File: config.mk
export PLATFORM = sky130hd
export DESIGN_NAME = rate_timer_flat
export DESIGN_NICKNAME = d
export VERILOG_FILES = /design/src/rtl/rate_timer_if.sv /design/src/rtl/rate_timer.sv /design/src/flat_wrapper.sv
export SDC_FILE = /design/constraint.sdc
export NUM_CORES = 1
export LEC_CHECK = 0
export ABC_AREA = 1
export ABC_CLOCK_PERIOD_IN_PS = 1810
export BUFFER_PORTS_ARGS = -buffer_cell sky130_fd_sc_hd__buf_2
export CORE_ASPECT_RATIO = 1.2
export CORE_MARGIN = 8
export CORE_UTILIZATION = 45
export DETAILED_ROUTE_END_ITERATION = 8
export GPL_TIMING_DRIVEN = 0
export MAX_ROUTING_LAYER = met4
export SLEW_MARGIN = 30
export SYNTH_ARGS = -nofsm -noshare
export SYNTH_HDL_FRONTEND = slang
export SYNTH_SLANG_ARGS = --single-unit
File: constraint.sdc
create_clock -name clk -period 1.81 [get_ports clk]
set_input_delay 0.181 -clock clk [delete_from_list [all_inputs] [get_ports clk]]
set_output_delay 0.181 -clock clk [all_outputs]
set_load 0.01 [all_outputs]
File: src/rtl/rate_timer_if.sv
// rtl/rate_timer_if.sv - rate/enable inputs and tick/toggle outputs of rate_timer
//
// Signals:
//   enable   : counting enable (driven by master)
//   rate     : 7-bit one-hot rate code (driven by master)
//   tick     : one-cycle pulse per period (driven by slave)
//   toggle   : square-wave level, inverts on every tick (driven by slave)
//   code_err : invalid-code flag, only with RATE_TIMER_ERR_EN (driven by slave)
interface rate_timer_if;
    logic       enable;
    logic [6:0] rate;
    logic       tick;
    logic       toggle;
`ifdef RATE_TIMER_ERR_EN
    logic       code_err;

    modport master (output enable, output rate, input tick, input toggle, input code_err);
    modport slave  (input enable, input rate, output tick, output toggle, output code_err);
`else
    modport master (output enable, output rate, input tick, input toggle);
    modport slave  (input enable, input rate, output tick, output toggle);
`endif
endinterface

File: src/rtl/rate_timer.sv
// rtl/rate_timer.sv - one-hot rate code to periodic tick pulse and toggle level
//
// Parameters:
//   BASE_PERIOD : period in cycles for rate bit 0 (>= 1)
//   CNT_W       : down-counter width; BASE_PERIOD << 6 must fit
// Ports:
//   clk   : clock, rising edge
//   reset : asynchronous active-low reset
//   bus   : rate_timer_if.slave (enable, rate in; tick, toggle, [code_err] out)
// Optional feature macro: RATE_TIMER_ERR_EN adds the registered code_err output.
module rate_timer #(
    parameter int BASE_PERIOD = 1000,
    parameter int CNT_W       = 16
) (
    input  logic         clk,
    input  logic         reset,
    rate_timer_if.slave  bus
);

    logic [CNT_W-1:0] cnt;
    logic [6:0]       rate_q;
    logic             tick_q;
    logic             toggle_q;
    logic             rate_valid;
    logic [CNT_W-1:0] period_cur;
    logic [CNT_W-1:0] period_new;

    // Period for a one-hot code; a zero code falls back to the base period,
    // though callers only ever pass valid codes.
    function automatic logic [CNT_W-1:0] period_of(input logic [6:0] code);
        logic [CNT_W-1:0] p;
        p = CNT_W'(BASE_PERIOD);
        for (int k = 0; k < 7; k++) begin
            if (code[k]) begin
                p = CNT_W'(BASE_PERIOD) << k;
            end
        end
        return p;
    endfunction

    // One-hot test: nonzero and clearing the lowest set bit leaves nothing.
    assign rate_valid = (bus.rate != 7'd0) && ((bus.rate & (bus.rate - 7'd1)) == 7'd0);
    assign period_cur = period_of(rate_q);
    assign period_new = period_of(bus.rate);

    always_ff @(posedge clk or negedge reset) begin
        if (!reset) begin
            cnt      <= CNT_W'(BASE_PERIOD - 1);
            rate_q   <= 7'b0000001;
            tick_q   <= 1'b0;
            toggle_q <= 1'b0;
        end else if (rate_valid && (bus.rate != rate_q)) begin
            // A new rate restarts the period immediately, even while paused;
            // the interrupted period produces no tick.
            rate_q <= bus.rate;
            cnt    <= period_new - CNT_W'(1);
            tick_q <= 1'b0;
        end else if (!bus.enable) begin
            tick_q <= 1'b0;
        end else if (cnt == '0) begin
            cnt      <= period_cur - CNT_W'(1);
            tick_q   <= 1'b1;
            toggle_q <= ~toggle_q;
        end else begin
            cnt    <= cnt - CNT_W'(1);
            tick_q <= 1'b0;
        end
    end

    assign bus.tick   = tick_q;
    assign bus.toggle = toggle_q;

`ifdef RATE_TIMER_ERR_EN
    logic code_err_q;

    always_ff @(posedge clk or negedge reset) begin
        if (!reset) begin
            code_err_q <= 1'b0;
        end else begin
            code_err_q <= ~rate_valid;
        end
    end

    assign bus.code_err = code_err_q;
`endif

endmodule

File: src/flat_wrapper.sv
// flat-port wrapper written by rule: the top's interface ports become plain ports
module rate_timer_flat 
#(
    parameter int BASE_PERIOD = 1000,
    parameter int CNT_W       = 16
)
  (clk, reset, bus_enable, bus_rate, bus_tick, bus_toggle);
  rate_timer_if bus_i ();
  input  logic clk;
  input  logic reset;
  input wire logic [$bits(bus_i.enable)-1:0] bus_enable;
  input wire logic [$bits(bus_i.rate)-1:0] bus_rate;
  output wire logic [$bits(bus_i.tick)-1:0] bus_tick;
  output wire logic [$bits(bus_i.toggle)-1:0] bus_toggle;
  assign bus_i.enable = bus_enable;
  assign bus_i.rate = bus_rate;
  assign bus_tick = bus_i.tick;
  assign bus_toggle = bus_i.toggle;
  rate_timer #(.BASE_PERIOD(BASE_PERIOD), .CNT_W(CNT_W)) u_core (.clk(clk), .reset(reset), .bus(bus_i));
endmodule
==> PnR_summary.wiki, run 1 <==
{| class="wikitable"
! Metric !! Value
|-
| Run status || finished, violations left
|-
| Failing checks || setup timing
|-
| Distinct cell type count after synthesis || 33
|-
| Number of enable-type register cells in the synthesized netlist || 0
|-
| Main combinational cell family by area after synthesis || simple AND/OR/NAND/NOR gates
|-
| Number of global-route vias before repair || 2114
|-
| Multi-input gate area in the final layout || 1410 um2
|-
| Routed vias/inst || between 5 and 6
|-
| Hold WC Path Type || in -> reg
|-
| Crit path capture type || flop
|-
| Number of buffers between clock root and the deepest sink || 2
|-
| Antenna fix cells || 0
|-
| Fin nets || 375
|-
| Number of design-rule violations left by the first detailed-router iteration || 169
|-
| Time the worst path needs with I/O delays and setup || between 1.5 and 2 ns
|-
| Final routed wire length divided by cell count || 14.7 um
|-
| Worst-skew pair later-pin latency || approximately 0.28 ns
|-
| Wire length of the first global-routing pass || 10.1 mm
|-
| Endpoint required time on the critical path || ~2.0 ns
|-
| Fmax achieved || a little over 0.5 GHz
|-
| Reg-to-Reg Start || u_core.cnt[0]
|-
| Starting density of the core || 46.8%
|-
| Critical Path Fanout Max || 7
|-
| Worst Reg-to-Reg Cells || 14
|-
| All-Layer GR Usage || 18.0%
|-
| Slew margin rel. || 59.8%
|-
| Final Hold Fails || 0
|-
| Number of detailed-route iterations in the first pass || 5
|-
| Chip Width || 79.1 um
|-
| Compound-gate portion of the synthesized area || between 10% and 20%
|-
| Worst setup SP type || flop
|-
| Htree depth || 1
|-
| Register bit total from synthesis || 25
|-
| Total via count in the routed design || roughly 2200
|-
| Total wire length after detailed routing || 6.18 mm
|-
| Critical path arrival || 2.20 ns
|-
| Worst Setup Path Type || reg -> reg
|-
| Final Wtd Congestion || 0.905
|-
| Die Height || 91.7 um
|-
| Post-synthesis instance area || roughly 2100 um2
|-
| Clk slew on worst S/H paths || approximately 0.11 ns
|-
| Boundary pin count || 12
|-
| Core region area || 4590 um2
|-
| Sequential standard cell area || 641 um2
|-
| Die ar. || between 7000 and 8000 um2
|-
| Root Buffer || clkbuf_8
|-
| FILL cells || 481
|-
| Adder and majority cell fraction of the synthesized area || 1.16%
|-
| Worst reg2reg endpoint || u_core.cnt[5]
|-
| Number of buffers created by CTS || 3
|-
| Worst vdd rail ir drop || 0.534 mV
|-
| Worst setup slack for register-to-register paths || -0.17 ns
|-
| Share of layout cells above drive strength 1 || 30.4%
|-
| Overflow left after global routing || 0
|-
| FP Rows || 27
|-
| Synth cell count leaders || nand2_1 (84), inv_1 (44), nor2_1 (43)
|-
| Net count of the mapped netlist || 345
|-
| Transition time at the pin with the least slew margin || 0.604 ns
|-
| Setup repair after global routing missed its margin || true
|-
| Sum of negative setup slack || -1.33 ns
|-
| Max Cap Violations || 0
|-
| Crit path from || u_core.cnt[0]
|-
| Critical Path Sink || u_core.cnt[5]
|-
| Fin Clk Skew || 0.0101 ns
|-
| Static leakage || ~1.3 nW
|-
| DRC violation count after routing || 0
|-
| Ys flop type || dfrtp_1
|-
| Final HPWL from detailed placement || 4.66 mm
|-
| Buffers added on ports || 10
|-
| Leading post-synthesis cells by cell area || dfrtp_1 (19%), nand2_1 (15%), dfstp_2 (11%)
|-
| Antenna-violating nets left || 0
|-
| Sequential element share of the synthesized area || approximately 30%
|-
| Synth Instances || 333
|-
| Clock sink count || 25
|-
| Post-route core utilization || a little under three fifths
|-
| Share of Yosys cell area claimed by the top area cell type || 18.6%
|-
| Multiplexer area fraction after synthesis || 0%
|-
| Clock tree from TritonCTS || done
|-
| Number of warnings printed during yosys synthesis || 0
|-
| Final setup viols || 12
|-
| Power density over cell area || a little under 1000 nW/um2
|-
| Synth area leader || dfrtp_1
|-
| Xor/xnor share of the synthesized area || 3.67%
|-
| Library cell with the highest instance count after synthesis || nand2_1
|-
| Growth of design area from synthesis to finish || 21.8%
|-
| Syn avg cell area || 6.46 um2
|-
| Share of the clock period used by the worst path after layout || 109%
|-
| Simple-gate area share of the yosys netlist || between 40% and 50%
|-
| Antenna violations before repair || 0
|-
| Share of flip-flops with an asynchronous set or reset after synthesis || 100%
|-
| Slack of the critical path || -0.169 ns
|-
| Largest net degree at the start of global routing || 26
|-
| Post-placement setup slack || -0.275 ns
|-
| Count of pins over their slew limit || 0
|}
==> how the worst min path moves through the flow <==
stage | start | to | slack, ns | cells after the start
floorplan | reset | u_core.bus.tick | -0.11 | 0
global placement | reset | u_core.cnt[3] | 0.22 | 1
detailed placement | reset | u_core.cnt[3] | 0.23 | 1
CTS | bus_rate[2] | u_core.rate_q[2] | 0.20 | 3
global route | bus_rate[2] | u_core.rate_q[2] | 0.21 | 3
finish | bus_rate[2] | u_core.rate_q[2] | 0.21 | 3
==> flip-flops by register name (all words and copies together), names as in the netlist <==
name and cells:
u_core.bus.tick 1, u_core.bus.toggle 1, u_core.cnt 16, u_core.rate_q 7
==> timing repair <==
item                                    CTS  global route
setup buffers                            10             5
endpoints found under the hold margin    16             0
resized for setup                        18            30
hold buffers                              1             0
endpoints found under the setup margin   11            22
pin swaps                                15            23
gates cloned                              0             1
==> cell usage in the layout (no fill, tap or decap), drive strengths merged <==
cell and count:
a211oi 1, a21oi 14, a22oi 1, buf 31
clkbuf 3, clkinvlp 1, dfrtp 16, dfstp 9
dlygate4sd3 1, ha 2, inv 54, nand2 92
nand3 31, nand3b 4, nand4 1, nor2 53
nor3 6, nor4 1, o211ai 4, o21ai 24
o21bai 3, o22ai 1, xnor2 3, xor2 6
==> layout make-up <==
cell class / count / share of cell area, %
multi-input combinational: 247 / 53.8
sequential: 25 / 24.5
inverter: 54 / 8.27
timing repair buffer: 27 / 7.07
tap: 58 / 2.77
buffer: 5 / 1.77
clock buffer: 3 / 1.58
clock inverter: 1 / 0.334
==> routing by layer <==
layer / up-vias / global-route usage [%] / part of all wire, %
li1: 1110 / - / -
met1: 981 / 22.1 / 44
met2: 58 / 29.2 / 49
met3: 9 / 2.05 / 4.5
met4: 0 / 6.81 / 2.1
met5: - / - / 0
==> worst max-delay path, cell delays in order, from the launching register on <==
cell and delay (ns):
dfstp_2 0.56, inv_4 0.04, ha_4 0.17, nand2_4 0.06, nor2_4 0.06, nand2_4 0.12
nor2_4 0.06, nor2_4 0.13, nand3_4 0.14, buf_4 0.17, buf_6 0.11, nand2_2 0.05
nand3_2 0.08, o211ai_2 0.09, o21ai_2 0.09
==> power by group <==
| part | internal (mW) | switching [mW] | leakage [nW] |
|---|---|---|---|
| registers | 0.764 | 0.188 | 0.286 |
| clock network | 0.162 | 0.212 | 0.0261 |
| logic | 0.487 | 0.766 | 0.982 |
==> logic make-up (layout without fill, tap and decap cells) <==
family,count (synthesis),count (layout)
adder cells (fa/ha/maj),2,2
AND/OR/NAND/NOR,188,188
flip-flops,25,25
AO/OA/AOI/OAI,48,48
buffers and inverters,61,90
XOR/XNOR,9,9
==> stage by stage <==
step	cell area, um2	cells	total power [mW]	hold WS [ns]
finish	2620	420	2.58	0.210
global route	2620	420	2.79	0.214
CTS	2490	416	2.46	0.199
detailed placement	2290	401	1.97	0.228
global placement	2290	401	1.96	0.221
floorplan	2170	333	1.71	-0.115
Power figures use the tool's default switching activity.
==> run 2, diff against run 1 <==
--- a/config.mk
+++ b/config.mk
@@ -8,7 +8,7 @@
 export ABC_AREA = 1
 export ABC_CLOCK_PERIOD_IN_PS = 1810
 export BUFFER_PORTS_ARGS = -buffer_cell sky130_fd_sc_hd__buf_2
-export CORE_ASPECT_RATIO = 1.2
+export CORE_ASPECT_RATIO = 0.9
 export CORE_MARGIN = 8
 export CORE_UTILIZATION = 45
 export DETAILED_ROUTE_END_ITERATION = 8
==> PnR_summary.wiki, run 2 (synthesis gave the netlist of run 1 again) <==
{| class="wikitable"
! Metric !! Value
|-
| Endpoint required time on the critical path || 1.97 ns (-0.06 ns)
|-
| Largest registers || u_core.cnt: 16 flops, u_core.rate_q: 7 flops
|-
| DRC violation count after routing || 0 (unchanged)
|-
| Root Buffer || clkbuf_8
|-
| CP delay by family, top || simple AND/OR/NAND/NOR gates
|-
| Routed vias/inst || 5.07 (-1.3%)
|-
| Share of the clock period used by the worst path after layout || 109% (-0.49 points)
|-
| Final Hold Fails || 0 (unchanged)
|-
| Total via count in the routed design || 2145 (-0.60%)
|-
| Max Cap Violations || 0 (unchanged)
|-
| Antenna violations before repair || 0 (unchanged)
|-
| Total design power || 2.54 mW (-1.4%)
|-
| Die ar. || 7250 um2 (about the same)
|-
| Final cell count without fillers || 423 (+0.71%)
|-
| Worst-skew pair later-pin latency || 0.28 ns (about the same)
|-
| Fmax achieved || 0.508 GHz (+0.45%)
|-
| Final Wtd Congestion || 0.882 (-2.6%)
|-
| Antenna fix cells || 0 (unchanged)
|-
| Number of detailed-route iterations in the first pass || 4 (-1)
|-
| Boundary pin count || 12 (unchanged)
|-
| Hold WC Path Type || in -> reg
|-
| Chip Width || 88.9 um (+12%)
|-
| Run status || finished, violations left
|-
| Wire length of the first global-routing pass || 10.0 mm (-1.4%)
|-
| Critical path arrival || 2.13 ns (-0.07 ns)
|-
| Count of pins over their slew limit || 0 (unchanged)
|-
| Core region area || 4710 um2 (+2.6%)
|-
| Register ranked first by flip-flop count || u_core.cnt
|-
| Power density over cell area || 987 nW/um2 (+0.27%)
|-
| Clock sink count || 25 (unchanged)
|-
| Htree depth || 1 (unchanged)
|-
| Most common library cell in the layout ignoring fill and taps || nand2_1
|-
| Crit path cell chain || inv_4 > ha_4 > nand2_4 > nor2_4 > nand2_4 > inv_2 > nand2_2 > nand2_4 > inv_4 > nand2_4 > nor2_4 > nand2_2 > nor2_1 > nand2_1 > nand3_1 > nand2_1
|-
| All-Layer GR Usage || 18.4% (+0.42 points)
|-
| Total wire length after detailed routing || 5.99 mm (-2.9%)
|-
| Failing checks || setup timing
|-
| Number of design-rule violations left by the first detailed-router iteration || 170 (+0.59%)
|-
| Final setup viols || 11 (-1)
|-
| Placed Cells incl. Taps || 408 (+1.7%)
|-
| Worst setup slack for register-to-register paths || -0.16 ns (about the same)
|-
| Buffering stage count on the worst path with inverters included || 3 (unchanged)
|-
| Slew margin rel. || 61.5% (+1.8 points)
|-
| Fin Clk Skew || 0.00787 ns (-0.00222 ns)
|-
| Growth of design area from synthesis to finish || 19.8%
|-
| Final HPWL from detailed placement || 4.49 mm (-3.6%)
|-
| Transition time at the pin with the least slew margin || 0.577 ns (-0.0265 ns)
|-
| Post-placement setup slack || -0.253 ns (+0.0225 ns)
|-
| Die Height || 81.6 um (-11%)
|-
| Slack of the critical path || -0.160 ns (+0.00891 ns)
|-
| Buffers added on ports || 10 (unchanged)
|-
| Share of layout cells above drive strength 1 || 28.8% (-1.6 points)
|-
| Largest net degree at the start of global routing || 26 (unchanged)
|-
| Critical Path Fanout Max || 7 (unchanged)
|-
| Worst vdd rail ir drop || 0.473 mV (-12%)
|-
| Worst setup SP type || flop
|-
| Setup repair after global routing missed its margin || true
|-
| Crit path capture type || flop
|-
| Antenna-violating nets left || 0 (unchanged)
|-
| Critical Path Max Stage Delay || 0.55 ns (about the same)
|-
| Overflow left after global routing || 0 (unchanged)
|-
| Clock tree from TritonCTS || done
|-
| Flip-flop count of the largest register after layout || 16 (unchanged)
|-
| Time the worst path needs with I/O delays and setup || 1.97 ns (-0.00891 ns)
|-
| Slowest cell on the critical path || dfstp_2
|-
| Post-route worst hold slack || 0.216 ns (+0.00602 ns)
|-
| Static leakage || 1.26 nW (-2.7%)
|-
| Number of buffers created by CTS || 3 (unchanged)
|-
| Worst Setup Path Type || reg -> reg
|-
| Number of global-route vias before repair || 2055 (-2.8%)
|-
| Number of buffers between clock root and the deepest sink || 2 (unchanged)
|-
| Starting density of the core || 45.6% (-1.2 points)
|-
| Final routed wire length divided by cell count || 14.2 um (-3.6%)
|-
| Critical Path Most Common Cell || nand2_4
|-
| Fin nets || 371 (-1.1%)
|-
| Clk slew on worst S/H paths || 0.09 ns (-0.02 ns)
|-
| Leading cell types in the layout, fill and taps excluded || nand2_1 (78), nor2_1 (39), inv_1 (38)
|-
| FP Rows || 24 (-11%)
|}
## run 2: path summary, 6_finish.rpt
path,start,depth (start not counted),endpoint
max in group asynchronous,reset,2,u_core.rate_q[4]
hold / removal,bus_rate[2],3,u_core.rate_q[2]
setup reg to reg,u_core.cnt[0],16,u_core.cnt[15]
setup / recovery,u_core.cnt[0],16,u_core.cnt[15]
hold reg to reg,u_core.bus.toggle,1,u_core.bus.toggle
min in group asynchronous,reset,2,u_core.rate_q[5]
## run 2: metrics by stage
step	TNS (ns)	utilization [%]	cell area, um2
4_1_cts	-0.815	52.9	2490
2_1_floorplan	0	-	2170
3_5_place_dp	-1.67	48.8	2300
6_report	-1.01	54.6	2570
5_1_grt	-2.27	54.6	2570
3_3_place_gp	-1.50	48.8	2300
## run 2: what timing repair did
item                       in CTS  in global routing
hold buffers                    1                  0
setup endpoints to repair      11                 23
pin swaps                      13                 19
resized for setup              20                 23
hold endpoints to repair       16                  0
setup buffers                   9                  2
## run 2: worst register-to-register path: stages, from the launching register on
cell     delay [ns]
dfstp_2        0.55
inv_4          0.04
ha_4           0.17
nand2_4        0.07
nor2_4         0.06
nand2_4        0.10
inv_2          0.05
nand2_2        0.08
nand2_4        0.07
inv_4          0.07
nand2_4        0.05
nor2_4         0.17
nand2_2        0.09
nor2_1         0.10
nand2_1        0.05
nand3_1        0.08
nand2_1        0.07
## run 2: power breakdown
group / leakage [nW] / switching [mW] / internal (mW)
combinational: 0.950 / 0.781 / 0.482
sequential: 0.288 / 0.173 / 0.763
clock: 0.0228 / 0.186 / 0.158
## run 2: routing by layer
| layer | GRT usage [%] | vias up | routed length (um) |
|---|---|---|---|
| li1 | - | 1107 | - |
| met3 | 2.40 | 6 | 205 |
| met1 | 24.4 | 981 | 2930 |
| met5 | - | - | 0 |
| met4 | 3.88 | 0 | 82 |
| met2 | 29.0 | 51 | 2780 |
## run 2: layout make-up
type,instances,area (um2)
fillers,471,2140
inverters,54,214
well taps,65,81.3
clock buffers,4,45.0
multi-input cells,247,1390
plain buffers,6,47.5
repair buffers,22,154
flip-flops and latches,25,639
==> run 3, diff against run 2 <==
--- a/config.mk
+++ b/config.mk
@@ -6,7 +6,7 @@
 export NUM_CORES = 1
 export LEC_CHECK = 0
 export ABC_AREA = 1
-export ABC_CLOCK_PERIOD_IN_PS = 1810
+export ABC_CLOCK_PERIOD_IN_PS = 1600
 export BUFFER_PORTS_ARGS = -buffer_cell sky130_fd_sc_hd__buf_2
 export CORE_ASPECT_RATIO = 0.9
 export CORE_MARGIN = 8
==> constraint.sdc (replaced) <==
create_clock -name clk -period 1.6 [get_ports clk]
set_input_delay 0.16 -clock clk [delete_from_list [all_inputs] [get_ports clk]]
set_output_delay 0.16 -clock clk [all_outputs]
set_load 0.01 [all_outputs]
==> PnR_summary.wiki, run 3 (synthesis gave the netlist of run 1 again) <==
{| class="wikitable"
! Metric !! Value
|-
| Run status || finished, violations left
|-
| Failing checks || setup timing
|-
| Critical path arrival || 2.12 ns (about the same)
|-
| Clock tree from TritonCTS || done
|-
| Largest net degree at the start of global routing || 26 (unchanged)
|-
| Buffers added on ports || 10 (unchanged)
|-
| Die ar. || 7250 um2 (unchanged)
|-
| Final Wtd Congestion || 0.946 (+7.3%)
|-
| Number of buffers created by CTS || 3 (unchanged)
|-
| Time the worst path needs with I/O delays and setup || 1.95 ns (-0.0222 ns)
|-
| Critical Path Fanout Max || 6 (-1)
|-
| Hold WC Path Type || in -> reg
|-
| Post-placement setup slack || -0.445 ns (-0.193 ns)
|-
| Slack of the critical path || -0.348 ns (-0.188 ns)
|-
| Worst vdd rail ir drop || 0.555 mV (+18%)
|-
| FILL cells || 440 (-6.6%)
|-
| All-Layer GR Usage || 19.8% (+1.4 points)
|-
| Antenna-violating nets left || 0 (unchanged)
|-
| Worst setup SP type || flop
|-
| Sum of negative setup slack || -4.44 ns (-3.43 ns)
|-
| Root Buffer || clkbuf_8
|-
| Htree depth || 1 (unchanged)
|-
| Worst-skew pair later-pin latency || 0.27 ns (about the same)
|-
| Antenna fix cells || 0 (unchanged)
|-
| Share of layout cells above drive strength 1 || 40.8% (+12 points)
|-
| Leading cell types in the layout, fill and taps excluded || nand2_1 (69), inv_1 (37), nor2_1 (32)
|-
| Starting density of the core || 45.6% (unchanged)
|-
| Final Hold Fails || 0 (unchanged)
|-
| Wire length of the first global-routing pass || 10.7 mm (+7.3%)
|-
| Fmax achieved || 0.513 GHz (+1.1%)
|-
| Most common library cell in the layout ignoring fill and taps || nand2_1
|-
| Clock sink count || 25 (unchanged)
|-
| Flip-flop count of the largest register after layout || 16 (unchanged)
|-
| Transition time at the pin with the least slew margin || 0.596 ns (+0.0190 ns)
|-
| Growth of design area from synthesis to finish || 35.8%
|-
| Clk slew on worst S/H paths || 0.10 ns (about the same)
|-
| Overflow left after global routing || 0 (unchanged)
|-
| FP Rows || 24 (unchanged)
|-
| Number of buffers between clock root and the deepest sink || 2 (unchanged)
|-
| Die Height || 81.6 um (unchanged)
|-
| Count of pins over their slew limit || 0 (unchanged)
|-
| Number of global-route vias before repair || 2232 (+8.6%)
|-
| Routed vias/inst || 5.10 (+0.62%)
|-
| Antenna violations before repair || 0 (unchanged)
|-
| Final routed wire length divided by cell count || 14.8 um (+4.4%)
|-
| Register ranked first by flip-flop count || u_core.cnt
|-
| Fin Clk Skew || 0.00466 ns (-0.00320 ns)
|-
| Endpoint required time on the critical path || 1.77 ns (-0.20 ns)
|-
| Worst Setup Path Type || reg -> reg
|-
| Fin nets || 388 (+4.6%)
|-
| Boundary pin count || 12 (unchanged)
|-
| Crit path capture type || flop
|-
| Core region area || 4710 um2 (unchanged)
|-
| Number of design-rule violations left by the first detailed-router iteration || 104 (-39%)
|-
| Total via count in the routed design || 2245 (+4.7%)
|-
| DRC violation count after routing || 0 (unchanged)
|-
| Slew margin rel. || 60.3% (-1.3 points)
|-
| Max Cap Violations || 0 (unchanged)
|-
| Total wire length after detailed routing || 6.51 mm (+8.6%)
|-
| Static leakage || 1.40 nW (+11%)
|-
| Power density over cell area || 1070 nW/um2 (+8.6%)
|-
| Share of the clock period used by the worst path after layout || 122% (+13 points)
|-
| Chip Width || 88.9 um (unchanged)
|-
| Setup repair after global routing missed its margin || true
|-
| Number of detailed-route iterations in the first pass || 4 (unchanged)
|-
| Final setup viols || 24 (+13)
|-
| Largest registers || u_core.cnt: 16 flops, u_core.rate_q: 7 flops
|-
| Final HPWL from detailed placement || 4.56 mm (+1.4%)
|}
run 3: worst paths after layout:
path / from / endpoint / slack [ns] / depth (start not counted)
hold reg to reg: u_core.bus.toggle / u_core.bus.toggle / 0.46 / 1
setup reg to reg: u_core.cnt[0] / u_core.cnt[15] / -0.35 / 16
min in group asynchronous: reset / u_core.bus.toggle / 0.42 / 2
setup / recovery: u_core.cnt[0] / u_core.cnt[15] / -0.35 / 16
max in group asynchronous: reset / u_core.cnt[4] / 0.76 / 2
hold / removal: bus_rate[2] / u_core.rate_q[2] / 0.20 / 3
run 3: critical path, cell delays in order, from the launching register on:
cell and delay [ns]:
dfstp_2 0.55, inv_4 0.04, ha_4 0.17, nand2_4 0.06
nor2_4 0.06, nand2_4 0.09, inv_2 0.04, nand2_2 0.08
nand2_4 0.06, inv_4 0.06, nand2_4 0.05, nor2_4 0.19
nand2_2 0.10, nor2_2 0.09, nand2_1 0.06, nand3_2 0.09
nand2_1 0.05
run 3: area by class of cell:
| cell class | count | area [um2] | share of cell area (%) |
|---|---|---|---|
| timing repair buffer | 39 | 297 | 10.2 |
| multi-input combinational | 247 | 1560 | 53.5 |
| buffer | 6 | 72.6 | 2.49 |
| sequential | 25 | 638 | 21.9 |
| tap | 65 | 81.3 | 2.79 |
| clock inverter | 1 | 5.00 | 0.171 |
| inverter | 54 | 224 | 7.67 |
| clock buffer | 3 | 41.3 | 1.41 |
run 3: metrics by stage:
| step | hold slack (ns) | util (%) | cell area [um2] | std cells | total power [mW] |
|---|---|---|---|---|---|
| after floorplan | -0.136 | - | 2170 | 333 | 1.94 |
| after global placement | 0.198 | 48.8 | 2300 | 408 | 2.21 |
| after detailed placement | 0.197 | 48.8 | 2300 | 408 | 2.22 |
| after CTS | 0.188 | 55.7 | 2620 | 428 | 2.80 |
| after global routing | 0.204 | 61.9 | 2920 | 440 | 3.38 |
| final | 0.196 | 61.9 | 2920 | 440 | 3.13 |
run 3: timing repair:
item,in CTS,in global routing
buffers inserted,15,13
resized for setup,43,59
pin swaps,22,29
endpoints found under the hold margin,16,0
hold buffers,1,0
endpoints found under the setup margin,25,25
run 3: routing by layer:
metal	share of wire [%]	routed length (um)	track usage, %	vias up
li1	-	-	-	1139
met1	46	3020	25.1	1046
met2	47	3050	32.7	48
met3	4.9	316	3.00	12
met4	1.8	118	3.37	0
met5	0	0	-	-
run 3: power by group:
group / switching, mW / internal [mW] / total [mW]
registers: 0.188 / 0.862 / 1.05
logic: 0.997 / 0.691 / 1.69
clock network: 0.218 / 0.175 / 0.393
total: 1.40 / 1.73 / 3.13
